`src/rtl/tt_xform_pkg.sv`:
```
// Shared definitions for the tt_um_xform_pipe transform engine.
//   - mode_e       : transform selector encodings
//   - uio bit index: positions of the control fields on uio_in
//   - UIO_OE_MASK  : output-enable pattern for the bidirectional pins
//   - bit_reverse  : out[i] = d[7-i]
package tt_xform_pkg;

    typedef enum logic [1:0] {
        MODE_INV  = 2'b00,
        MODE_XOR  = 2'b01,
        MODE_LFSR = 2'b10,
        MODE_REV  = 2'b11
    } mode_e;

    // Control field positions on uio_in
    localparam int unsigned CFG_WE   = 7;
    localparam int unsigned VALID_IN = 6;
    localparam int unsigned CFG_SEL  = 5;
    localparam int unsigned HOLD     = 4;
    localparam int unsigned MODE_LSB = 2;

    // uio[1:0] are outputs (valid_out, parity); the rest are inputs
    localparam logic [7:0] UIO_OE_MASK = 8'h03;

    function automatic logic [7:0] bit_reverse(input logic [7:0] d);
        logic [7:0] r;
        for (int i = 0; i < 8; i++) begin
            r[i] = d[7 - i];
        end
        return r;
    endfunction

endpackage

```
`src/rtl/tt_xform_lfsr.sv`:
```
// 8-bit Galois LFSR used as the scramble key source.
//   clk      in   clock, rising edge
//   rst_n    in   synchronous active-low reset (state <= SEED)
//   load     in   load a new seed; takes priority over step
//   load_val in   seed value; zero is replaced by 8'h01 to avoid lock-up
//   step     in   advance one position
//   state    out  current LFSR value
module tt_xform_lfsr
    import tt_xform_pkg::*;
#(
    parameter logic [7:0] POLY = 8'hB8,
    parameter logic [7:0] SEED = 8'h01
) (
    input  logic       clk,
    input  logic       rst_n,
    input  logic       load,
    input  logic [7:0] load_val,
    input  logic       step,
    output logic [7:0] state
);

    logic [7:0] state_q;
    logic [7:0] state_d;

    always_comb begin
        state_d = state_q;
        if (load) begin
            // All-zero is the LFSR's dead state; substitute the smallest legal seed
            state_d = (load_val == 8'h00) ? 8'h01 : load_val;
        end else if (step) begin
            state_d = {1'b0, state_q[7:1]} ^ (state_q[0] ? POLY : 8'h00);
        end
    end

    always_ff @(posedge clk) begin
        if (!rst_n) begin
            state_q <= SEED;
        end else begin
            state_q <= state_d;
        end
    end

    assign state = state_q;

endmodule

```
`src/rtl/tt_um_xform_pipe.sv`:
```
// Tiny Tapeout user top: pipelined 8-bit transform engine.
// The transform (invert, XOR key, LFSR scramble, bit-reverse) is applied at
// stage 0; later stages only carry data and valid towards uo_out.
//   clk      in   clock, rising edge
//   rst_n    in   synchronous active-low reset
//   ena      in   design enabled; low freezes everything like hold
//   ui_in    in   data in, or config payload when cfg_we=1
//   uio_in   in   [7]cfg_we [6]valid_in [5]cfg_sel [4]hold [3:2]mode [1:0]unused
//   uo_out   out  data from the last pipe stage
//   uio_out  out  [0]valid_out [1]even parity of uo_out [7:2]=0
//   uio_oe   out  constant 8'h03
module tt_um_xform_pipe
    import tt_xform_pkg::*;
#(
    parameter int unsigned PIPE_STAGES  = 2,
    parameter logic [7:0]  LFSR_POLY    = 8'hB8,
    parameter logic [1:0]  RESET_MODE   = 2'b00,
    parameter logic [7:0]  SEED_DEFAULT = 8'h01
) (
    input  logic       clk,
    input  logic       rst_n,
    input  logic       ena,
    input  logic [7:0] ui_in,
    input  logic [7:0] uio_in,
    output logic [7:0] uo_out,
    output logic [7:0] uio_out,
    output logic [7:0] uio_oe
);

    // ------------------------------------------------------------------
    // Control decode
    // ------------------------------------------------------------------
    logic cfg_we;
    logic valid_in;
    logic cfg_sel;
    logic hold;
    logic advance;
    logic accept;
    logic cfg_wr;

    assign cfg_we   = uio_in[CFG_WE];
    assign valid_in = uio_in[VALID_IN];
    assign cfg_sel  = uio_in[CFG_SEL];
    assign hold     = uio_in[HOLD];

    // Single enable for every piece of state; ena=0 is treated as hold
    assign advance = ena & ~hold;
    // Config cycles never carry data, even with valid_in set
    assign accept  = valid_in & ~cfg_we & advance;
    assign cfg_wr  = cfg_we & advance;

    logic unused_uio;
    assign unused_uio = ^uio_in[1:0];

    // ------------------------------------------------------------------
    // Config registers
    // ------------------------------------------------------------------
    mode_e      mode_q;
    mode_e      mode_d;
    logic [7:0] key_q;
    logic [7:0] key_d;

    always_comb begin
        mode_d = mode_q;
        key_d  = key_q;
        if (cfg_wr) begin
            if (cfg_sel) begin
                key_d = ui_in;
            end else begin
                mode_d = mode_e'(uio_in[MODE_LSB +: 2]);
            end
        end
    end

    always_ff @(posedge clk) begin
        if (!rst_n) begin
            mode_q <= mode_e'(RESET_MODE);
            key_q  <= 8'h00;
        end else begin
            mode_q <= mode_d;
            key_q  <= key_d;
        end
    end

    // ------------------------------------------------------------------
    // Scramble source: reseeded together with key, stepped only when its
    // value is consumed so the sequence is independent of idle cycles.
    // ------------------------------------------------------------------
    logic [7:0] lfsr_state;
    logic       lfsr_load;
    logic       lfsr_step;

    assign lfsr_load = cfg_wr & cfg_sel;
    assign lfsr_step = accept & (mode_q == MODE_LFSR);

    tt_xform_lfsr #(
        .POLY (LFSR_POLY),
        .SEED (SEED_DEFAULT)
    ) u_lfsr (
        .clk      (clk),
        .rst_n    (rst_n),
        .load     (lfsr_load),
        .load_val (ui_in),
        .step     (lfsr_step),
        .state    (lfsr_state)
    );

    // ------------------------------------------------------------------
    // Stage-0 transform
    // ------------------------------------------------------------------
    logic [7:0] xform;
    logic [7:0] stage0_data;

    always_comb begin
        xform = ~ui_in;
        unique case (mode_q)
            MODE_INV:  xform = ~ui_in;
            MODE_XOR:  xform = ui_in ^ key_q;
            MODE_LFSR: xform = ui_in ^ lfsr_state;
            MODE_REV:  xform = bit_reverse(ui_in);
        endcase
    end

    // Bubbles carry zero data so uo_out is deterministic when valid_out=0
    assign stage0_data = accept ? xform : 8'h00;

    // ------------------------------------------------------------------
    // Pipeline stages
    // ------------------------------------------------------------------
    logic [7:0] stage_data  [PIPE_STAGES];
    logic       stage_valid [PIPE_STAGES];

    for (genvar i = 0; i < PIPE_STAGES; i++) begin : gen_stage
        logic [7:0] data_in;
        logic       valid_s;
        logic [7:0] data_q;
        logic       valid_q;

        if (i == 0) begin : gen_head
            assign data_in = stage0_data;
            assign valid_s = accept;
        end else begin : gen_body
            assign data_in = stage_data[i - 1];
            assign valid_s = stage_valid[i - 1];
        end

        always_ff @(posedge clk) begin
            if (!rst_n) begin
                data_q  <= 8'h00;
                valid_q <= 1'b0;
            end else if (advance) begin
                data_q  <= data_in;
                valid_q <= valid_s;
            end
        end

        assign stage_data[i]  = data_q;
        assign stage_valid[i] = valid_q;
    end

    // ------------------------------------------------------------------
    // Outputs
    // ------------------------------------------------------------------
    assign uo_out  = stage_data[PIPE_STAGES - 1];
    assign uio_out = {6'b00_0000, ^uo_out, stage_valid[PIPE_STAGES - 1]};
    assign uio_oe  = UIO_OE_MASK;

endmodule
```
`config.mk`:
```
export PLATFORM = sky130hd
export DESIGN_NAME = tt_um_xform_pipe
export DESIGN_NICKNAME = d
export VERILOG_FILES = /design/src/rtl/tt_xform_pkg.sv /design/src/rtl/tt_xform_lfsr.sv /design/src/rtl/tt_um_xform_pipe.sv
export SDC_FILE = /design/constraint.sdc
export NUM_CORES = 1
export LEC_CHECK = 0
export CAP_MARGIN = 20
export CORE_UTILIZATION = 40
export CTS_BUF_LIST = sky130_fd_sc_hd__clkbuf_16
export DETAILED_ROUTE_END_ITERATION = 8
export GPL_ROUTABILITY_DRIVEN = 0
export HOLD_SLACK_MARGIN = 0.1
export PLACE_DENSITY = 0.69
export SLEW_MARGIN = 10
export SYNTH_ARGS = -nofsm -noshare
export SYNTH_HDL_FRONTEND = slang
export SYNTH_SLANG_ARGS = --single-unit
```
`constraint.sdc`:
```
create_clock -name clk -period 2.1 [get_ports clk]
set_input_delay 0.315 -clock clk [delete_from_list [all_inputs] [get_ports clk]]
set_output_delay 0.315 -clock clk [all_outputs]
set_load 0.005 [all_outputs]
```
# Word level (Yosys, flattened, before mapping)
# Cells that the tools add are included.
dict set report op_classes {
  reduce_logical 6
  shift 0
  n_addsub 0
  bitwise 13
  eq_ne 3
  magnitude_cmp 0
  mux 6
  multipliers 0
  div_mod_pow 0
}
# cell count
set op_table {}
lappend op_table {{8-bit 2-to-1 mux} 5}
lappend op_table {{8-bit case mux with 4 select lines} 1}
lappend op_table {{8-bit XOR} 2}
lappend op_table {{8-bit zero test} 1}
lappend op_table {{8-bit NOT} 1}
lappend op_table {{8-bit XOR reduction} 1}
lappend op_table {{7-bit by 8-bit XOR with 8-bit output} 1}
lappend op_table {{1-bit AND} 6}
lappend op_table {{2-bit equality test, second input constant} 2}
lappend op_table {{2-bit AND reduction} 2}
lappend op_table {{1-bit NOT} 3}
lappend op_table {{2-bit by 1-bit equality test with 1-bit output, second input constant} 1}
lappend op_table {{2-bit zero test} 1}
lappend op_table {{2-bit nonzero test} 1}
dict set report totals {
  in_bits 19
  mem_bits_ro 0
  latchBits 0
  mem_bits_rw 0
  ff_bits 36
  mem_count 0
  elab_cells 35
  out_inout_bits 24
}

# Logic depth before layout (Yosys ltp)
dict set report logic_depth {
  ltp_word 6
  depth_mapped 6
  depth_no_buf 5
}

# By module
# A second synthesis with hierarchy kept.
dict set report unflattened {
  hier_cells 235
  area_unflattened_um2 2064.5
}
# module area_per_inst_um2 instances cells_per_inst seq_area_each_um2
set modules_own_cells {}
lappend modules_own_cells {tt_um_xform_pipe 1657.8 1 189 560.5}
lappend modules_own_cells {tt_xform_lfsr 406.6 1 46 160.2}

# Worst setup path before layout
# Ideal clock, no wire load.
dict set report synth_path {
  kind {register -> register}
  start {reg mode_q[0]}
  end {reg u_lfsr.state_q[7] (netlist: u_lfsr.state[7])}
  slack_ps 578
  required_time_ps 1985
  synth_period_minus_slack_ps 1522
  stages_incl_launch_ff 7
  setup_time_ps 115
  arrival_ps 1407
  n_path_buf 2
  cell_sequence {dfxtp_1 inv_1 ha_1 buf_4 buf_1 a32o_1 o21a_1}
}
dict set report synth_via {
  elab_chain_cells 3
}
# item line
set synth_rtl {}
lappend synth_rtl {{start: declaration} tt_um_xform_pipe.sv:58} ;# mode_e mode_q;
lappend synth_rtl {{start signal: assignment} tt_um_xform_pipe.sv:77} ;# mode_q <= mode_e'(RESET_MODE);
lappend synth_rtl {{start signal: assignment} tt_um_xform_pipe.sv:80} ;# mode_q <= mode_d;
lappend synth_rtl {{2-bit equality test} tt_um_xform_pipe.sv:94} ;# assign lfsr_step = accept & (mode_q == MODE_LFSR);
lappend synth_rtl {{1-bit AND} tt_um_xform_pipe.sv:94}
lappend synth_rtl {{2-bit nonzero test (no source line)} --}
lappend synth_rtl {{end signal: assignment} tt_xform_lfsr.sv:39} ;# state_q <= state_d;
lappend synth_rtl {{end: declaration} tt_xform_lfsr.sv:22} ;# logic [7:0] state_q;
# No other way between the ends.
# A chain may end at the register's enable or synchronous reset.

# Worst setup path after layout
dict set report layout_path {
  start {reg gen_stage[1].data_q[6] (netlist: uo_out[6])}
  end {out uio_out[1]}
}
dict set report layout_via {
  elab_chain_cells 1
}
# item line
set layout_rtl {}
lappend layout_rtl {{start: declaration} tt_um_xform_pipe.sv:136} ;# logic [7:0] data_q;
lappend layout_rtl {{start signal: assignment} tt_um_xform_pipe.sv:152} ;# data_q <= data_in;
lappend layout_rtl {{8-bit XOR reduction} tt_um_xform_pipe.sv:165} ;# assign uio_out = {6'b00_0000, ^uo_out, stage_valid[PIPE_STAGES - 1]};
lappend layout_rtl {{end: declaration} tt_um_xform_pipe.sv:26} ;# output logic [7:0] uio_out,
# No other way between the ends.

==> summary.md <==
| Metric | Value |
|---|---|
| Final Hold Slack | `0.451 ns` |
| Crit path depth | `4` |
| R2r startpoint | `mode_q[0]` |
| Vias in the first global route | `1485` |
| WL final | `4490 µm` |
| CTS tree | `yes` |
| CP endpoint kind | `output pin` |
| PwrDens | `631 nW/µm²` |
| CP Buf/Inv Count | `1` |
| Required time of the critical path | `1.78 ns` |
| Worst-path fanout max | `3` |
| Layout net count | `281` |
| Syn_area_per_cell | `8.67 µm²` |
| Final Max Slew Viols | `0` |
| Post-place setup slack | `0.0722 ns` |
| Post-synth top flop | `dfxtp_1` |
| Leakage | `0.000888 µW` |
| Global-route wire length before repair | `7330 µm` |
| Crit path DAT | `1.61 ns` |
| Final Hold Viols | `0` |
| Max-slew headroom | `0.595` |
| Yosys Warn Count | `0` |
| Peak supply drop | `521 µV` |
| Setup TNS | `0 ns` |
| Row count | `25` |
| Setup Buffers After CTS | `0` |
| Post_cts resized | `0` |
| Syn-to-layout area delta | `18.3%` |
| Via Count | `1749` |
| IO Port Bufs | `26` |
| Crit path from | `uo_out[6]` |
| Worst r2r dst | `gen_stage[0].data_q[2]` |
| Async SR Flop Fraction | `0` |
| Layout cell share with drive strength beyond 1 | `0.0656` |
| Final setup fails | `0` |
| CP max stage cell | `clkdlybuf4s50_1` |
| HPWL after DPL | `3110 µm` |
| CP endpoint | `uio_out[1]` |
| Most frequent cells in the layout | `42 x nand2_1, 36 x dfxtp_1, 26 x clkdlybuf4s50_1` |
| Worst Reg-to-Reg Cells | `5` |
| Worst-Skew Late Latency | `0.28 ns` |
| CP Cell Sequence | `xor2_1 > xnor2_1 > xnor2_1 > clkdlybuf4s50_1` |
| Root Driver | `clkbuf_16` |
| Post-CTS Hold Buffers | `0` |
| Final core utilization | `0.506` |
| N_diodes | `0` |
| Sequential share of the synthesized area | `0.348` |
| Largest net degree at the start of global routing | `25` |
| Hold crit path type | `reg2reg` |
| Core Box Area | `4850 µm²` |
| CP Launch Type | `flip-flop` |
| Worst path max stage delay | `0.51 ns` |
| Final worst slack | `0.173 ns` |
| Drt pass-1 iters | `4` |
| Fin Clk Skew | `0.00174 ns` |
| Die width | `74.0 µm` |
| EDFF count, synth | `0` |
| CTS clk-pin slew, worst paths | `0.05 ns` |
| Synth Register Bits | `36` |
| Drc violations | `0` |
| Commonest non-fill, non-tap cell in the layout | `nand2_1` |
| Reg2Reg Setup Slack | `0.36 ns` |
| CTS sink count | `36` |
| Post-Place Cell Area | `2320 µm²` |
| Initial antenna violation count | `0` |
| Total grt overflow | `0` |
| Max Clock Freq | `519 MHz` |
| H-Tree Depth | `2` |
| Min Tclk post-route | `1.93 ns` |
| Total CTS buffers | `5` |
| Cells after Synth | `239` |
| Post-synth cell types | `42` |
| Worst Tran Pin Value | `0.606 ns` |
| Post-route cell area | `2450 µm²` |
| Die area | `5470 µm²` |
| Max cap viols | `0` |
| Synthesized cell area | `2070 µm²` |
| Initial Utilization | `0.427` |
| Die height | `74.0 µm` |
| Post-route ant nets | `0` |
| Gr usage total | `0.178` |
| CP Class | `reg2out` |
| Status | `finished clean` |
| Most common cell on crit path | `xnor2_1` |
| Ports | `43` |
| Clock buffer depth | `2` |
| Vias per cell | `5.37` |
| Tcrit/Tclk final | `0.917` |
| RSZ-0062 raised after global routing | `false` |
| Delay-heaviest family, CP | `buffers and inverters` |
| Drt wl/cell | `13.8 µm` |
| Drt initial violations | `97` |
==> metrics by stage <==
step,total power (µW),std cells
after floorplan,832,251
after global placement,878,319
after detailed placement,880,319
after CTS,1560,326
after global routing,1610,326
final,1550,326
==> worst min path at each step <==
stage          cells after the start                  from                   end  slack [ns]
2_1_floorplan                      2  gen_stage[0].valid_q  gen_stage[1].valid_q        0.43
3_3_place_gp                       2              key_q[1]              key_q[1]        0.44
3_5_place_dp                       2  gen_stage[0].valid_q  gen_stage[1].valid_q        0.45
4_1_cts                            2  gen_stage[0].valid_q  gen_stage[1].valid_q        0.45
5_1_grt                            2              key_q[1]              key_q[1]        0.48
6_report                           2  gen_stage[1].valid_q  gen_stage[1].valid_q        0.45
==> cells in the mapped netlist (5+ instances only) <==
master,number,share of area
inv_1,5,0.0091
buf_4,16,0.058
a221o_1,8,0.039
mux2i_1,10,0.048
nand2_1,42,0.076
nor3b_1,8,0.029
xnor2_1,6,0.025
o311a_1,8,0.039
and3_1,8,0.024
clkbuf_1,8,0.014
a22o_1,8,0.034
a211oi_1,5,0.018
dfxtp_1,36,0.35
a21boi_0,6,0.022
a21oi_1,13,0.031
buf_2,5,0.012
==> logic make-up (layout without fill, tap and decap cells) <==
| family | Yosys count | count (layout) | synth area share |
|---|---|---|---|
| simple gates | 77 | 77 | 0.190 |
| compound gates | 61 | 61 | 0.236 |
| buf+inv | 40 | 48 | 0.114 |
| flops | 36 | 36 | 0.348 |
| xor+xnor | 10 | 10 | 0.0423 |
| mux | 10 | 10 | 0.0483 |
| fa+ha+maj | 3 | 3 | 0.0181 |
| other cells | 2 | 14 | 0.00362 |
==> area by class of cell <==
type / count / area (µm²)
Clock buffer: 5 / 125
Clock inverter: 2 / 7.51
Fill cell: 474 / 2400
Inverter: 6 / 22.5
Multi-Input combinational cell: 175 / 1160
Sequential cell: 36 / 721
Tap cell: 67 / 83.8
Timing Repair Buffer: 35 / 328
==> tightest hold or removal path, stage by stage, from the launching register on <==
cell and delay (ns):
dfxtp_1 0.30, nand2_1 0.05, a21oi_1 0.05
==> sequential cells by signal, summed over array words and instances, names as in the netlist <==
| register | count |
|---|---|
| u_lfsr.state | 8 |
| gen_stage.data_q | 8 |
| uo_out | 8 |
| key_q | 8 |
| mode_q | 2 |
| gen_stage.valid_q | 2 |
==> layer usage <==
metal	up-vias	share of wire	track usage
met4	0	0.013	0.0641
met2	49	0.46	0.276
met5	-	0	0
met3	6	0.059	0.0407
met1	814	0.47	0.243
li1	880	-	-
==> report_power, final <==
group	internal (µW)	leakage (µW)	switching (µW)	total [µW]
combinational	74.1	0.000532	86.1	160
clock	424	0.0000648	258	681
sequential	696	0.000291	9.96	706
No activity file was read; power rests on OpenSTA's default activity.
